`src/rtl/mext_pkg.sv`:
```
// mext_pkg: shared state type, instruction encodings and multiplier op-select
// codes for the M-extension multiply issue controller.
package mext_pkg;

    localparam int unsigned XLEN = 32;

    // Issue controller states
    typedef enum logic [1:0] {
        IDLE  = 2'd0,
        ISSUE = 2'd1,
        DRAIN = 2'd2,
        COOL  = 2'd3
    } mext_state_e;

    localparam logic [6:0] MEXT_FUNCT7 = 7'b0000001;

    localparam logic [2:0] F3_MUL    = 3'b000;
    localparam logic [2:0] F3_MULH   = 3'b001;
    localparam logic [2:0] F3_MULHSU = 3'b010;
    localparam logic [2:0] F3_MULHU  = 3'b011;

    localparam logic [2:0] MULSEL_NONE   = 3'b000;
    localparam logic [2:0] MULSEL_MUL    = 3'b001;
    localparam logic [2:0] MULSEL_MULH   = 3'b010;
    localparam logic [2:0] MULSEL_MULHSU = 3'b011;
    localparam logic [2:0] MULSEL_MULHU  = 3'b100;

    // One cached multiply: key {funct3, rs1, rs2} and its result
    typedef struct packed {
        logic            valid;
        logic [2:0]      funct3;
        logic [XLEN-1:0] rs1;
        logic [XLEN-1:0] rs2;
        logic [XLEN-1:0] result;
    } mext_cache_entry_t;

    // funct3 of a multiply to the multiplier op-select code
    function automatic logic [2:0] mulsel_map(input logic [2:0] funct3);
        logic [2:0] sel;
        unique case (funct3)
            F3_MUL:    sel = MULSEL_MUL;
            F3_MULH:   sel = MULSEL_MULH;
            F3_MULHSU: sel = MULSEL_MULHSU;
            F3_MULHU:  sel = MULSEL_MULHU;
            default:   sel = MULSEL_NONE;
        endcase
        return sel;
    endfunction

    // Op-select code back to funct3, used to tag cache entries
    function automatic logic [2:0] mulsel_to_funct3(input logic [2:0] sel);
        logic [2:0] f3;
        unique case (sel)
            MULSEL_MULH:   f3 = F3_MULH;
            MULSEL_MULHSU: f3 = F3_MULHSU;
            MULSEL_MULHU:  f3 = F3_MULHU;
            default:       f3 = F3_MUL;
        endcase
        return f3;
    endfunction

endpackage

```
`src/rtl/mext_reuse_cache.sv`:
```
// mext_reuse_cache: single-entry result cache for repeated multiplies.
// Only instantiated when MEXT_RESULT_REUSE_EN is defined.
module mext_reuse_cache
    import mext_pkg::*;
(
    input  logic            clk,
    input  logic            rst,
    input  logic            wr_en,
    input  logic            inv,
    input  logic [2:0]      wr_funct3,
    input  logic [XLEN-1:0] wr_rs1,
    input  logic [XLEN-1:0] wr_rs2,
    input  logic [XLEN-1:0] wr_result,
    input  logic [2:0]      lk_funct3,
    input  logic [XLEN-1:0] lk_rs1,
    input  logic [XLEN-1:0] lk_rs2,
    output logic            hit_c,
    output logic [XLEN-1:0] hit_data_c
);

    mext_cache_entry_t entry_q;

    // Entry storage: invalidate wins over a write
    always_ff @(posedge clk or posedge rst) begin
        if (rst) begin
            entry_q <= '0;
        end else if (inv) begin
            entry_q.valid <= 1'b0;
        end else if (wr_en) begin
            entry_q.valid  <= 1'b1;
            entry_q.funct3 <= wr_funct3;
            entry_q.rs1    <= wr_rs1;
            entry_q.rs2    <= wr_rs2;
            entry_q.result <= wr_result;
        end
    end

    // Lookup against the current EX-stage instruction
    always_comb begin
        hit_c      = entry_q.valid & (entry_q.funct3 == lk_funct3)
                   & (entry_q.rs1 == lk_rs1) & (entry_q.rs2 == lk_rs2);
        hit_data_c = entry_q.result;
    end

endmodule

```
`src/rtl/mext_mul_issue.sv`:
```
// mext_mul_issue: issue/stall controller between EX and the M-extension
// multiplier. Decodes MUL/MULH/MULHSU/MULHU, drives the multiplier op select
// and operands, waits for its 2-cycle ready, and returns the result as a
// 1-cycle writeback pulse. Between operations the multiplier always sees
// op select NONE with ready low so it returns to its cleared state.
// Optional: MEXT_RESULT_REUSE_EN adds a 1-entry result cache (mext_reuse_cache).
module mext_mul_issue
    import mext_pkg::*;
#(
    parameter int unsigned TIMEOUT = 15,
    parameter int unsigned CNT_W   = 4
) (
    input  logic        clk,
    input  logic        rst,
    input  logic        in_valid,
    input  logic [6:0]  in_funct7,
    input  logic [2:0]  in_funct3,
    input  logic        in_opcode_op,
    input  logic [31:0] in_rs1,
    input  logic [31:0] in_rs2,
    input  logic [4:0]  in_rd,
    input  logic        flush,
    output logic [2:0]  mulsel,
    output logic [31:0] mul_a,
    output logic [31:0] mul_b,
    input  logic        mul_ready,
    input  logic [31:0] mul_res,
    output logic        stall,
    output logic        wb_valid,
    output logic [4:0]  wb_rd,
    output logic [31:0] wb_data,
    output logic        err
);

    mext_state_e      state_q, state_d;
    logic [CNT_W-1:0] cnt_q, cnt_d;

    logic [2:0]       mulsel_d;
    logic [31:0]      mul_a_d, mul_b_d, wb_data_d;
    logic [4:0]       wb_rd_d;
    logic             wb_valid_d, err_d;

    logic             is_mul, can_take, accept, reuse, timeout;
    logic             hit_c;
    logic [31:0]      hit_data_c;

    assign is_mul  = in_valid & in_opcode_op & (in_funct7 == MEXT_FUNCT7) & ~in_funct3[2];
    // Hold EX until the result pulse for this instruction is on the bus
    assign stall   = is_mul & ~wb_valid;
    // A mul that already has its writeback pulse has retired; never take it twice
    assign can_take = (state_q == IDLE) & is_mul & ~flush & ~wb_valid;
    assign accept   = can_take & ~hit_c;
    assign reuse    = can_take & hit_c;
    assign timeout  = (cnt_q == CNT_W'(TIMEOUT));

`ifdef MEXT_RESULT_REUSE_EN
    logic cache_wr, cache_inv;

    // Fill on normal completion, drop on watchdog abort
    assign cache_wr  = (state_q == ISSUE) & ~flush & mul_ready;
    assign cache_inv = (state_q == ISSUE) & ~flush & ~mul_ready & timeout;

    mext_reuse_cache u_cache (
        .clk        (clk),
        .rst        (rst),
        .wr_en      (cache_wr),
        .inv        (cache_inv),
        .wr_funct3  (mulsel_to_funct3(mulsel)),
        .wr_rs1     (mul_a),
        .wr_rs2     (mul_b),
        .wr_result  (mul_res),
        .lk_funct3  (in_funct3),
        .lk_rs1     (in_rs1),
        .lk_rs2     (in_rs2),
        .hit_c      (hit_c),
        .hit_data_c (hit_data_c)
    );
`else
    assign hit_c      = 1'b0;
    assign hit_data_c = '0;
`endif

    // State register
    always_ff @(posedge clk or posedge rst) begin
        if (rst) begin
            state_q <= IDLE;
        end else begin
            state_q <= state_d;
        end
    end

    // Next-state logic: flush, ready and timeout all leave ISSUE through DRAIN
    always_comb begin
        state_d = state_q;
        unique case (state_q)
            IDLE:    if (accept) state_d = ISSUE;
            ISSUE:   if (flush | mul_ready | timeout) state_d = DRAIN;
            DRAIN:   if (!mul_ready) state_d = COOL;
            COOL:    state_d = IDLE;
            default: state_d = IDLE;
        endcase
    end

    // Output next-values: flush beats ready, ready beats the watchdog
    always_comb begin
        mulsel_d   = MULSEL_NONE;
        mul_a_d    = mul_a;
        mul_b_d    = mul_b;
        wb_rd_d    = wb_rd;
        wb_data_d  = wb_data;
        wb_valid_d = 1'b0;
        err_d      = 1'b0;
        cnt_d      = cnt_q;
        unique case (state_q)
            IDLE: begin
                if (accept) begin
                    mulsel_d = mulsel_map(in_funct3);
                    mul_a_d  = in_rs1;
                    mul_b_d  = in_rs2;
                    wb_rd_d  = in_rd;
                    cnt_d    = '0;
                end else if (reuse) begin
                    wb_valid_d = 1'b1;
                    wb_data_d  = hit_data_c;
                    wb_rd_d    = in_rd;
                end
            end
            ISSUE: begin
                cnt_d = cnt_q + CNT_W'(1);
                if (flush) begin
                    mulsel_d = MULSEL_NONE;
                end else if (mul_ready) begin
                    wb_valid_d = 1'b1;
                    wb_data_d  = mul_res;
                end else if (timeout) begin
                    wb_valid_d = 1'b1;
                    wb_data_d  = '0;
                    err_d      = 1'b1;
                end else begin
                    mulsel_d = mulsel;
                end
            end
            DRAIN: begin
            end
            COOL: begin
            end
            default: begin
            end
        endcase
    end

    // Registered outputs and watchdog counter
    always_ff @(posedge clk or posedge rst) begin
        if (rst) begin
            mulsel   <= MULSEL_NONE;
            mul_a    <= '0;
            mul_b    <= '0;
            wb_rd    <= '0;
            wb_data  <= '0;
            wb_valid <= 1'b0;
            err      <= 1'b0;
            cnt_q    <= '0;
        end else begin
            mulsel   <= mulsel_d;
            mul_a    <= mul_a_d;
            mul_b    <= mul_b_d;
            wb_rd    <= wb_rd_d;
            wb_data  <= wb_data_d;
            wb_valid <= wb_valid_d;
            err      <= err_d;
            cnt_q    <= cnt_d;
        end
    end

endmodule

```
`config.mk`:
```
export PLATFORM = sky130hd
export DESIGN_NAME = mext_mul_issue
export DESIGN_NICKNAME = d
export VERILOG_FILES = /design/src/rtl/mext_pkg.sv /design/src/rtl/mext_reuse_cache.sv /design/src/rtl/mext_mul_issue.sv
export SDC_FILE = /design/constraint.sdc
export NUM_CORES = 1
export LEC_CHECK = 0
export ABC_AREA = 0
export CORE_MARGIN = 1
export CORE_UTILIZATION = 40
export DETAILED_ROUTE_END_ITERATION = 10
export PLACE_DENSITY_LB_ADDON = 0.3
export SLEW_MARGIN = 10
export SYNTH_ARGS = -nofsm -noshare
export SYNTH_HDL_FRONTEND = slang
export SYNTH_HIERARCHICAL = 1
export SYNTH_SLANG_ARGS = --single-unit
```
`constraint.sdc`:
```
create_clock -name clk -period 4.45 [get_ports clk]
set_input_delay 0.445 -clock clk [delete_from_list [all_inputs] [get_ports clk]]
set_output_delay 0.445 -clock clk [all_outputs]
set_load 0.005 [all_outputs]
```
# Word level (Yosys, flattened, before mapping)
# Cells that the tools add are included.
# totals
inputBits,117
word_cells,63
romBits,0
ff_bits,112
ram_bits,0
n_memories,0
latchBits,0
# classes
n_lt_le_gt_ge,0
n_mux,21
n_addsub,1
reduce_logical,8
mul,0
div_mod_pow,0
n_shift,0
bitwise,12
n_eq_ne,12
# ops
op,count
$mux 32,2
$mux 3,4
$pmux 3 s4,1
$pmux 2 s4,1
$pmux 4 s2,1
$and 1x1->1,7
$eq 7x1->1 const B,1
$mux 1,7
$eq 3x2->1 const B,2
$mux 2,3
$ne 2x2->1 const B,3
$pmux 3 s2,1
$reduce_and 3->1,2
$add 4x1->4 const B,1
$eq 2x2->1 const B,2
$eq 4x4->1 const B,1
$mux 4,1
$ne 4x4->1 const B,1
$reduce_and 2->1,2
$reduce_bool 2->1,2
$eq 3x1->1 const B,1
$logic_not 3->1,1
$not 1->1,3
$eq 2x1->1 const B,1
other kinds (2),3

# Longest topological paths before layout
# Gate-level depths: netlist of run 1.
# depth
depth_word,8
depth_mapped,9
mapped_depth_nobuf,6

# Worst setup path after synthesis of run 1
# No wires, ideal clock.
# synth_timing
path_type,input to register
from,input in_funct7[5]
to,register state_q[1]
path_slack_ns,2.119
required_time_ns,4.322
t_arrival_ns,2.203
path_stages,5
cell_sequence,or4_4 > or4_1 > buf_2 > a221oi_4 > mux2_1
# synth_between
elab_chain_len,8
# synth_lines
element,line,text
"start, declared",mext_mul_issue.sv:16,"input logic [6:0] in_funct7,"
$eq 7x1->1,mext_mul_issue.sv:47,assign is_mul = in_valid & in_opcode_op & (in_funct7 == MEXT_FUNCT7) & ~in_funct3[2];
$and 1x1->1 (2 in a row),mext_mul_issue.sv:47,
$and 1x1->1 (3 in a row),mext_mul_issue.sv:51,assign can_take = (state_q == IDLE) & is_mul & ~flush & ~wb_valid;
$ne 2x2->1 (no source line),-,
$reduce_and 3->1 (no source line),-,
"end signal, assigned",mext_mul_issue.sv:88,state_q <= state_d;
"end, declared",mext_mul_issue.sv:35,"mext_state_e state_q, state_d;"
# No other way between the ends.
# A chain may end at the register's enable or synchronous reset.

# Worst setup path in the final report of run 1
# layout_timing
from,input in_funct7[5]
to,register cnt_q[2]
# layout_between
elab_chain_len,8
# layout_lines
element,line,text
$eq 7x1->1,mext_mul_issue.sv:47,
$and 1x1->1 (2 in a row),mext_mul_issue.sv:47,
$and 1x1->1 (3 in a row),mext_mul_issue.sv:51,
$ne 2x2->1 (no source line),-,
$reduce_and 2->1 (no source line),-,
"end signal, assigned",mext_mul_issue.sv:171,cnt_q <= cnt_d;
"end, declared",mext_mul_issue.sv:36,"logic [CNT_W-1:0] cnt_q, cnt_d;"
# No other way between the ends.

==> qor.txt, run 1 <==
status = complete, no violations
Max VDD drop = 331.9 µV
Setup Fix Bufs, Post-CTS = 0
Layout fillers = 844
Mean Syn Cell Area = 10.14 µm²
Post-Syn Nets = 550
Detailed Route Iter0 Violations = 220
worst path cell trace = clkdlybuf4s50_1, or4_4, or4_2, buf_4, a211o_1, nand3_1
num rows = 37
DIE AREA = 11270 µm²
CP Class = input pin to flop
I/O Pins = 224
largest cells by area after synthesis = dfrtp_1 (65%), nand2_1 (19%), a22o_1 (6.5%)
drt first pass iters = 4
fmax = 370.7 MHz
Die Ht = 106.2 µm
Slew Viols, Final = 0
total negative slack = 0 ns
Top delay family on crit path = simple AND/OR/NAND/NOR gates
Mapped Area = 4339 µm²
Pwr Density = 399.0 nW/µm²
global placer's final weighted congestion = 0.7424
post-synthesis cell type count = 29
n_diodes = 0
Yosys top cell by area = dfrtp_1
Worst Setup Start Kind = input pin
worst path bufs/invs = 2
root buffer cell = clkbuf_8
Clk pin slew, worst setup/hold paths = 0.09 ns
placed cell area = 6694 µm²
P&R area growth vs syn = 58.91%
final WL = 11370 µm
Final WS setup = 1.753 ns
CP required = 4.75 ns
Vias per Instance = 4.834
Starting Density = 0.4166
Worst-Margin Slew = 1.189 ns
WP data arrival = 2.99 ns
initial antenna violation count = 0
crit-path max FO = 77
largest net degree at the start of global routing = 85
unrepaired setup endpoints after global routing = no
Post-Place Setup Slack = 1.349 ns
CTS tree = yes
final hold violations = 0
Multi-input gate area = 1441 µm²
vias in the first global route = 3873
global-route wire length before repair = 18480 µm
Synthesis Warnings = 6
Syn Inst Count = 428
critical path's slowest cell = or4_2
sequential cell area = 2803 µm²
final instance area = 6895 µm²
Seq/Total Area, Yosys = 0.6459
final worst-path cycle share = 0.6061
Final Setup Violations = 0
Overflow after GRT = 0
routed via count = 3785
average wire per standard cell = 14.52 µm
Leak Pwr = 3.312 nW
layout cells sized above 1 = 0.04019
post-synth top area share = 0.6459
Layout Skew = 0.01019 ns
die width = 106.2 µm
gr usage total = 0.2083
CTS resizes = 0
Yosys reg bits = 112
Worst Hold Class = flop to flop
Period minus WS final = 2.697 ns
# DRC = 0
core area = 10420 µm²
max_cap viols = 0
ANT nets after route = 0
H-tree levels = 3
Final HPWL DP = 8163 µm
CP Capture Type = flop
Inserted Clock Buffers = 9
Buffers on Ports = 223
Sink Count = 112
clock tree buffer depth = 2
hold buffer count at CTS = 0
critical path's largest stage delay = 0.73 ns
fin nets = 765
relative slew slack = 0.2056
clock latency on the worst-skew pair = 0.37 ns
==> per-stage QoR <==
step           power, W  hold WS (ns)    util  cells
2_1_floorplan  0.001662        0.4628       -    428
3_3_place_gp   0.002148        0.4487  0.6426    768
3_5_place_dp   0.002168        0.4558  0.6426    768
4_1_cts        0.002776        0.4772  0.6613    783
5_1_grt        0.002904        0.4940  0.6620    783
6_report       0.002751        0.4739  0.6620    783
==> placed cells by master (no fill, tap or decap), drive strengths merged, types with 3 or more instances in the layout <==
cell type      synthesis  final
dfrtp                112    112
clkdlybuf4s50          0    223
inv                    6      7
clkbuf                17     10
a22o                  32     32
ha                     5      5
buf                    6      4
o21ai                  5      5
o31ai                  3      3
nand2                214    214
nand3                  6      6
==> Yosys cell counts <==
library cell / n
nand3_1: 6
ha_1: 5
nor4_2: 1
a21o_1: 1
mux2_1: 1
buf_2: 6
or4b_4: 1
inv_1: 6
o21ai_0: 4
dfrtp_1: 112
nand2b_1: 2
nand3b_1: 2
nor2b_1: 1
a221oi_4: 1
o21ai_1: 1
nor3_1: 2
nor3b_1: 2
nand2_1: 214
and3_1: 1
xnor2_1: 1
o31ai_1: 3
and2_1: 1
a2bb2oi_1: 1
a211o_1: 1
and3b_1: 1
or4_1: 1
a22o_1: 32
or4_4: 1
clkbuf_1: 17
==> worst register-to-register path, stage by stage, from the launching register on <==
cell	delay, ns
dfrtp_1	0.41
inv_1	0.11
ha_1	0.33
nand2b_1	0.18
or4_2	0.69
buf_4	0.38
a211o_1	0.39
nand3_1	0.08
==> flip-flops by register name (all words and copies together) (netlist names) <==
name	count
state_q	2
wb_rd	5
wb_valid	1
err	1
mulsel	3
wb_data	32
mul_a	32
cnt_q	4
mul_b	32
==> power by group <==
part	internal [W]	total, W	switching (W)
registers	0.00120	0.00132	0.000113
clock network	0.000273	0.000598	0.000325
logic	0.000550	0.000837	0.000287
total	0.00203	0.00275	0.000725
==> layer usage <==
| layer | wire [µm] | up-vias | global-route usage |
|---|---|---|---|
| met4 | 318 | 0 | 0.09226 |
| met1 | 4633 | 1805 | 0.2487 |
| met2 | 5574 | 155 | 0.3576 |
| met5 | 0 | - | 0 |
| li1 | - | 1803 | - |
| met3 | 844 | 22 | 0.04844 |
==> area by class of cell <==
type	count	area share
clock buffers	10	0.01996
clock inverters	5	0.008165
inverters	6	0.003629
multi-input cells	287	0.2090
flip-flops and latches	112	0.4065
well taps	136	0.02468
repair buffers	227	0.3281
==> worst paths after layout <==
kind | start | end | slack (ns) | cells after the start
setup / recovery | in_funct7[5] | cnt_q[2] | 1.75 | 6
hold / removal | mul_a[24] | mul_a[24] | 0.47 | 2
setup reg to reg | state_q[0] | cnt_q[2] | 1.80 | 7
hold reg to reg | mul_a[24] | mul_a[24] | 0.47 | 2
max in group asynchronous | rst | wb_data[10] | 2.83 | 3
min in group asynchronous | rst | mul_a[31] | 0.66 | 2
==> logic make-up after synthesis <==
| logic type | share of synthesized area |
|---|---|
| AND/OR/NAND/NOR | 0.2209 |
| buffers and inverters | 0.02682 |
| adder cells (fa/ha/maj) | 0.01442 |
| AO/OA/AOI/OAI | 0.08737 |
| multiplexers | 0.002595 |
| XOR/XNOR | 0.002019 |
| flip-flops | 0.6459 |
(Power assumes the default switching activity.)
==> run 2: changes to the inputs <==
clock period = 2.81 ns   (was 4.45 ns; I/O delays follow)
==> qor.txt, run 2 (synthesized netlist as in run 1, its figures left out) <==
Final Setup Violations = 0
Regs by FF count = mul_a x32, mul_b x32, wb_data x32
die width = 106.2 µm
gr usage total = 0.2116
Internal = 0.003250 W
final worst-path cycle share = 0.9049
Layout Skew = 0.009472 ns
clock tree buffer depth = 2
total negative slack = 0 ns
average wire per standard cell = 14.16 µm
Core Util, Final = 0.6718
CP Capture Type = flop
Detailed Route Iter0 Violations = 200
Die Ht = 106.2 µm
Worst Setup Start Kind = flop
status = complete, no violations
fin nets = 772
leading cell type in the layout, fill and taps excluded = clkdlybuf4s50_1
worst path cell trace = inv_1, ha_1, nand2b_1, or4_2, buf_4, a211o_1, nand3_1
hold buffer count at CTS = 0
Clk pin slew, worst setup/hold paths = 0.09 ns
ANT nets after route = 0
Vias per Instance = 4.799
most frequent cells in the layout = clkdlybuf4s50_1 (223), nand2_1 (214), dfrtp_1 (112)
Period minus WS final = 2.543 ns
P&R area growth vs syn = 61.27%
layout cells sized above 1 = 0.04733
Buffers on Ports = 223
GR Util met2 = 0.3479
num rows = 37
H-tree levels = 3
Sink Count = 112
Slew Viols, Final = 0
final WL = 11200 µm
Final Non-Filler Cells = 791
CTS tree = yes
global-route wire length before repair = 18800 µm
CTS resizes = 0
Worst Hold Class = input pin to async pin
final instance area = 6998 µm²
core area = 10420 µm²
Layout fillers = 845
Setup Fix Bufs, Post-CTS = 0
Max VDD drop = 521.0 µV
relative slew slack = 0.4602
worst reg-to-reg path cell count = 7
fmax = 393.3 MHz
Inserted Clock Buffers = 9
global route hottest layer = met2
sw power = 0.001122 W
placed insts = 775
crit-path max FO = 44
initial antenna violation count = 0
Worst-Margin Slew = 0.8080 ns
CP Class = flop to flop
sequential power share = 0.479
Starting Density = 0.4166
Critical Path Start = state_q[0]
WP data arrival = 2.83 ns
unrepaired setup endpoints after global routing = no
reg-to-reg slack, setup = 0.27 ns
global placer's final weighted congestion = 0.7932
routed via count = 3796
critical path's largest stage delay = 0.71 ns
Pwr Total = 0.004372 W
DIE AREA = 11270 µm²
Clock power frac = 0.218
CP endpoint = cnt_q[2]
critical path's slowest cell = or4_2
# DRC = 0
met3 Use GR = 0.04292
placed cell area = 6798 µm²
Pwr Density = 624.7 nW/µm²
FF-to-FF Start = state_q[0]
max_cap viols = 0
GRT met1 Usage = 0.2754
largest net degree at the start of global routing = 53
Final HPWL DP = 8372 µm
Leak Pwr = 3.354 nW
I/O Pins = 224
vias in the first global route = 3896
Overflow after GRT = 0
n_diodes = 0
clock latency on the worst-skew pair = 0.35 ns
drt first pass iters = 4
CP required = 3.09 ns
Critical R2R Capture = cnt_q[2]
switching share of power = 0.2567
final hold violations = 0
power share of the combinational group = 0.303
root buffer cell = clkbuf_8
## run 2: changes by cell type in the layout (fill, tap and decap cells not counted), moves of 2 or more
cell	before	now
clkbuf_1	0	3
buf_4	4	7
clkinv_2	2	0
buf_12	0	4
## run 2: layout make-up
cell class                 instances  area [µm²]  share of cell area
sequential                       112        2803              0.4005
tap                              136       170.2             0.02432
timing repair buffer             234        2365              0.3379
multi-input combinational        287        1434              0.2049
inverter                           6       26.28            0.003755
clock buffer                      14       162.7             0.02324
clock inverter                     2       37.54            0.005364
## run 2: layer usage
metal  up-vias  part of all wire
met5         -                 0
met2       164              0.48
met4         0             0.022
met1      1791              0.42
met3        18             0.079
li1       1823                 -
## run 2: metrics by stage
stage	setup slack, ns	hold slack (ns)
6_report	0.2672	0.4243
5_1_grt	0.1203	0.4290
4_1_cts	0.2672	0.4302
3_5_place_dp	0.03533	0.4552
3_3_place_gp	0.03854	0.4477
2_1_floorplan	0.6432	0.3824
## run 2: worst min-delay path by stage
stage	endpoint	start	slack (ns)	depth (start not counted)
2_1_floorplan	mulsel[0]	in_funct3[0]	0.38	1
3_3_place_gp	mul_a[18]	mul_a[18]	0.45	2
3_5_place_dp	mul_a[22]	mul_a[22]	0.46	2
4_1_cts	wb_data[3]	rst	0.43	2
5_1_grt	mul_a[5]	in_rs1[5]	0.43	3
6_report	wb_data[5]	rst	0.42	2
## run 2: worst max-delay path: cells and delay by family (launching register included)
family | cells | cell delay (ns)
simple gates | 3 | 0.97
buf+inv | 2 | 0.43
flops | 1 | 0.42
compound gates | 1 | 0.34
fa+ha+maj | 1 | 0.32
## run 2: power by group through the flow
stage	Combinational (W)	Sequential, W	Clock [W]
floorplan	0.000519	0.00211	0
global placement	0.00129	0.00211	0
detailed placement	0.00134	0.00211	0
CTS	0.00134	0.00209	0.000993
global route	0.00144	0.00213	0.00105
finish	0.00132	0.00210	0.000953
==> run 3: changes to the inputs <==
CORE_UTILIZATION = 36   (was 40)
clock period = 2.1 ns   (was 2.81 ns; I/O delays follow)
==> qor.txt, run 3 (synthesized netlist as in run 1, its figures left out) <==
Inserted Clock Buffers = 9
final WL = 11580 µm
fin nets = 786
Regs by FF count = mul_a x32, mul_b x32, wb_data x32
Max VDD drop = 766.4 µV
placed insts = 795
Buffers on Ports = 223
vias in the first global route = 3854
P&R area growth vs syn = 67.24%
relative slew slack = 0.6725
root buffer cell = clkbuf_16
reg-to-reg slack, setup = -0.03 ns
I/O Pins = 224
layout cells sized above 1 = 0.07474
final worst-path cycle share = 1.017
H-tree levels = 3
DIE AREA = 12500 µm²
CP required = 2.33 ns
Detailed Route Iter0 Violations = 278
# DRC = 17
Final Non-Filler Cells = 812
crit-path max FO = 3
final hold violations = 0
FF-to-FF Start = wb_valid
clock latency on the worst-skew pair = 0.34 ns
Sink Count = 112
global placer's final weighted congestion = 0.7415
max_cap viols = 0
ANT nets after route = 0
most frequent cells in the layout = clkdlybuf4s50_1 (222), nand2_1 (214), dfrtp_1 (112)
fmax = 468.3 MHz
gr usage total = 0.1911
Pwr Total = 0.006525 W
Worst-Margin Slew = 0.4902 ns
core area = 11560 µm²
Overflow after GRT = 0
CP Class = input pin to flop
average wire per standard cell = 14.26 µm
initial antenna violation count = 0
global-route wire length before repair = 18880 µm
Critical R2R Capture = state_q[1]
Final WS setup = -0.03551 ns
WP data arrival = 2.37 ns
Final HPWL DP = 8481 µm
drt first pass iters = 7
Leak Pwr = 3.499 nW
Worst Hold Class = input pin to async pin
Slew Viols, Final = 0
leading cell type in the layout, fill and taps excluded = clkdlybuf4s50_1
num rows = 39
routed via count = 3832
unrepaired setup endpoints after global routing = yes
worst reg-to-reg path cell count = 4
status = finished, violations left
failing checks = DRC, setup timing
clock tree buffer depth = 2
largest net degree at the start of global routing = 56
Period minus WS final = 2.136 ns
Vias per Instance = 4.719
Final Setup Violations = 1
Worst Setup Start Kind = input pin
Layout Skew = 0.007544 ns
die width = 111.8 µm
Starting Density = 0.3752
CP Capture Type = flop
hold buffer count at CTS = 0
CTS tree = yes
Die Ht = 111.8 µm
n_diodes = 0
Pwr Density = 899.2 nW/µm²
Post-Place Setup Slack = -0.6267 ns
Clk pin slew, worst setup/hold paths = 0.07 ns
[run 3: worst max-delay path by stage]
stage / from / to / slack [ns] / depth (start not counted)
6_report: in_funct7[3] / state_q[1] / -0.04 / 5
3_3_place_gp: in_funct7[5] / mul_a[2] / -0.56 / 7
3_5_place_dp: in_funct7[5] / mul_b[25] / -0.63 / 7
5_1_grt: wb_valid / state_q[1] / -0.07 / 4
4_1_cts: wb_valid / state_q[1] / -0.06 / 4
2_1_floorplan: wb_valid / state_q[1] / -0.05 / 5
[run 3: critical path, cell delays in order]
cell             delay, ns
clkdlybuf4s50_1       0.42
or4b_4                0.53
or4_4                 0.59
a221oi_4              0.29
mux2_4                0.33
[run 3: final cells by class]
class                      instances  area (µm²)
fill                             976        4308
clock inverter                     6       75.07
clock buffer                      10       239.0
inverter                           6       26.28
sequential                       112        2803
tap                              143       178.9
multi-input combinational        287        1446
timing repair buffer             248        2489
[run 3: metal layers]
metal | vias up | global-route usage | part of all wire
met5 | - | 0 | 0
met2 | 155 | 0.3072 | 0.47
met4 | 0 | 0.06667 | 0.016
li1 | 1851 | - | -
met3 | 10 | 0.05008 | 0.083
met1 | 1816 | 0.2504 | 0.43
[run 3: what timing repair did]
item,4_1_cts,5_1_grt
setup buffers,1,0
cloned,0,0
endpoints found under the setup margin,79,23
pin swaps,2,2
gates resized for setup,5,1
[run 3: metrics by stage]
stage                       util  TNS [ns]  hold slack, ns  cell area [µm²]
final                     0.6275  -0.03551          0.2394             7257
after detailed placement  0.5981    -36.06          0.4556             6917
after global placement    0.5981    -32.25          0.4490             6917
after floorplan                -  -0.05032          0.3114             4343
after global routing      0.6275   -0.1270          0.2686             7257
after CTS                 0.6272  -0.08379          0.2400             7253
[run 3: where the power goes]
group | internal, W | total [W] | switching, W
clock network | 0.000978 | 0.00177 | 0.000794
registers | 0.00255 | 0.00280 | 0.000248
logic | 0.00130 | 0.00196 | 0.000655
total | 0.00483 | 0.00653 | 0.00170
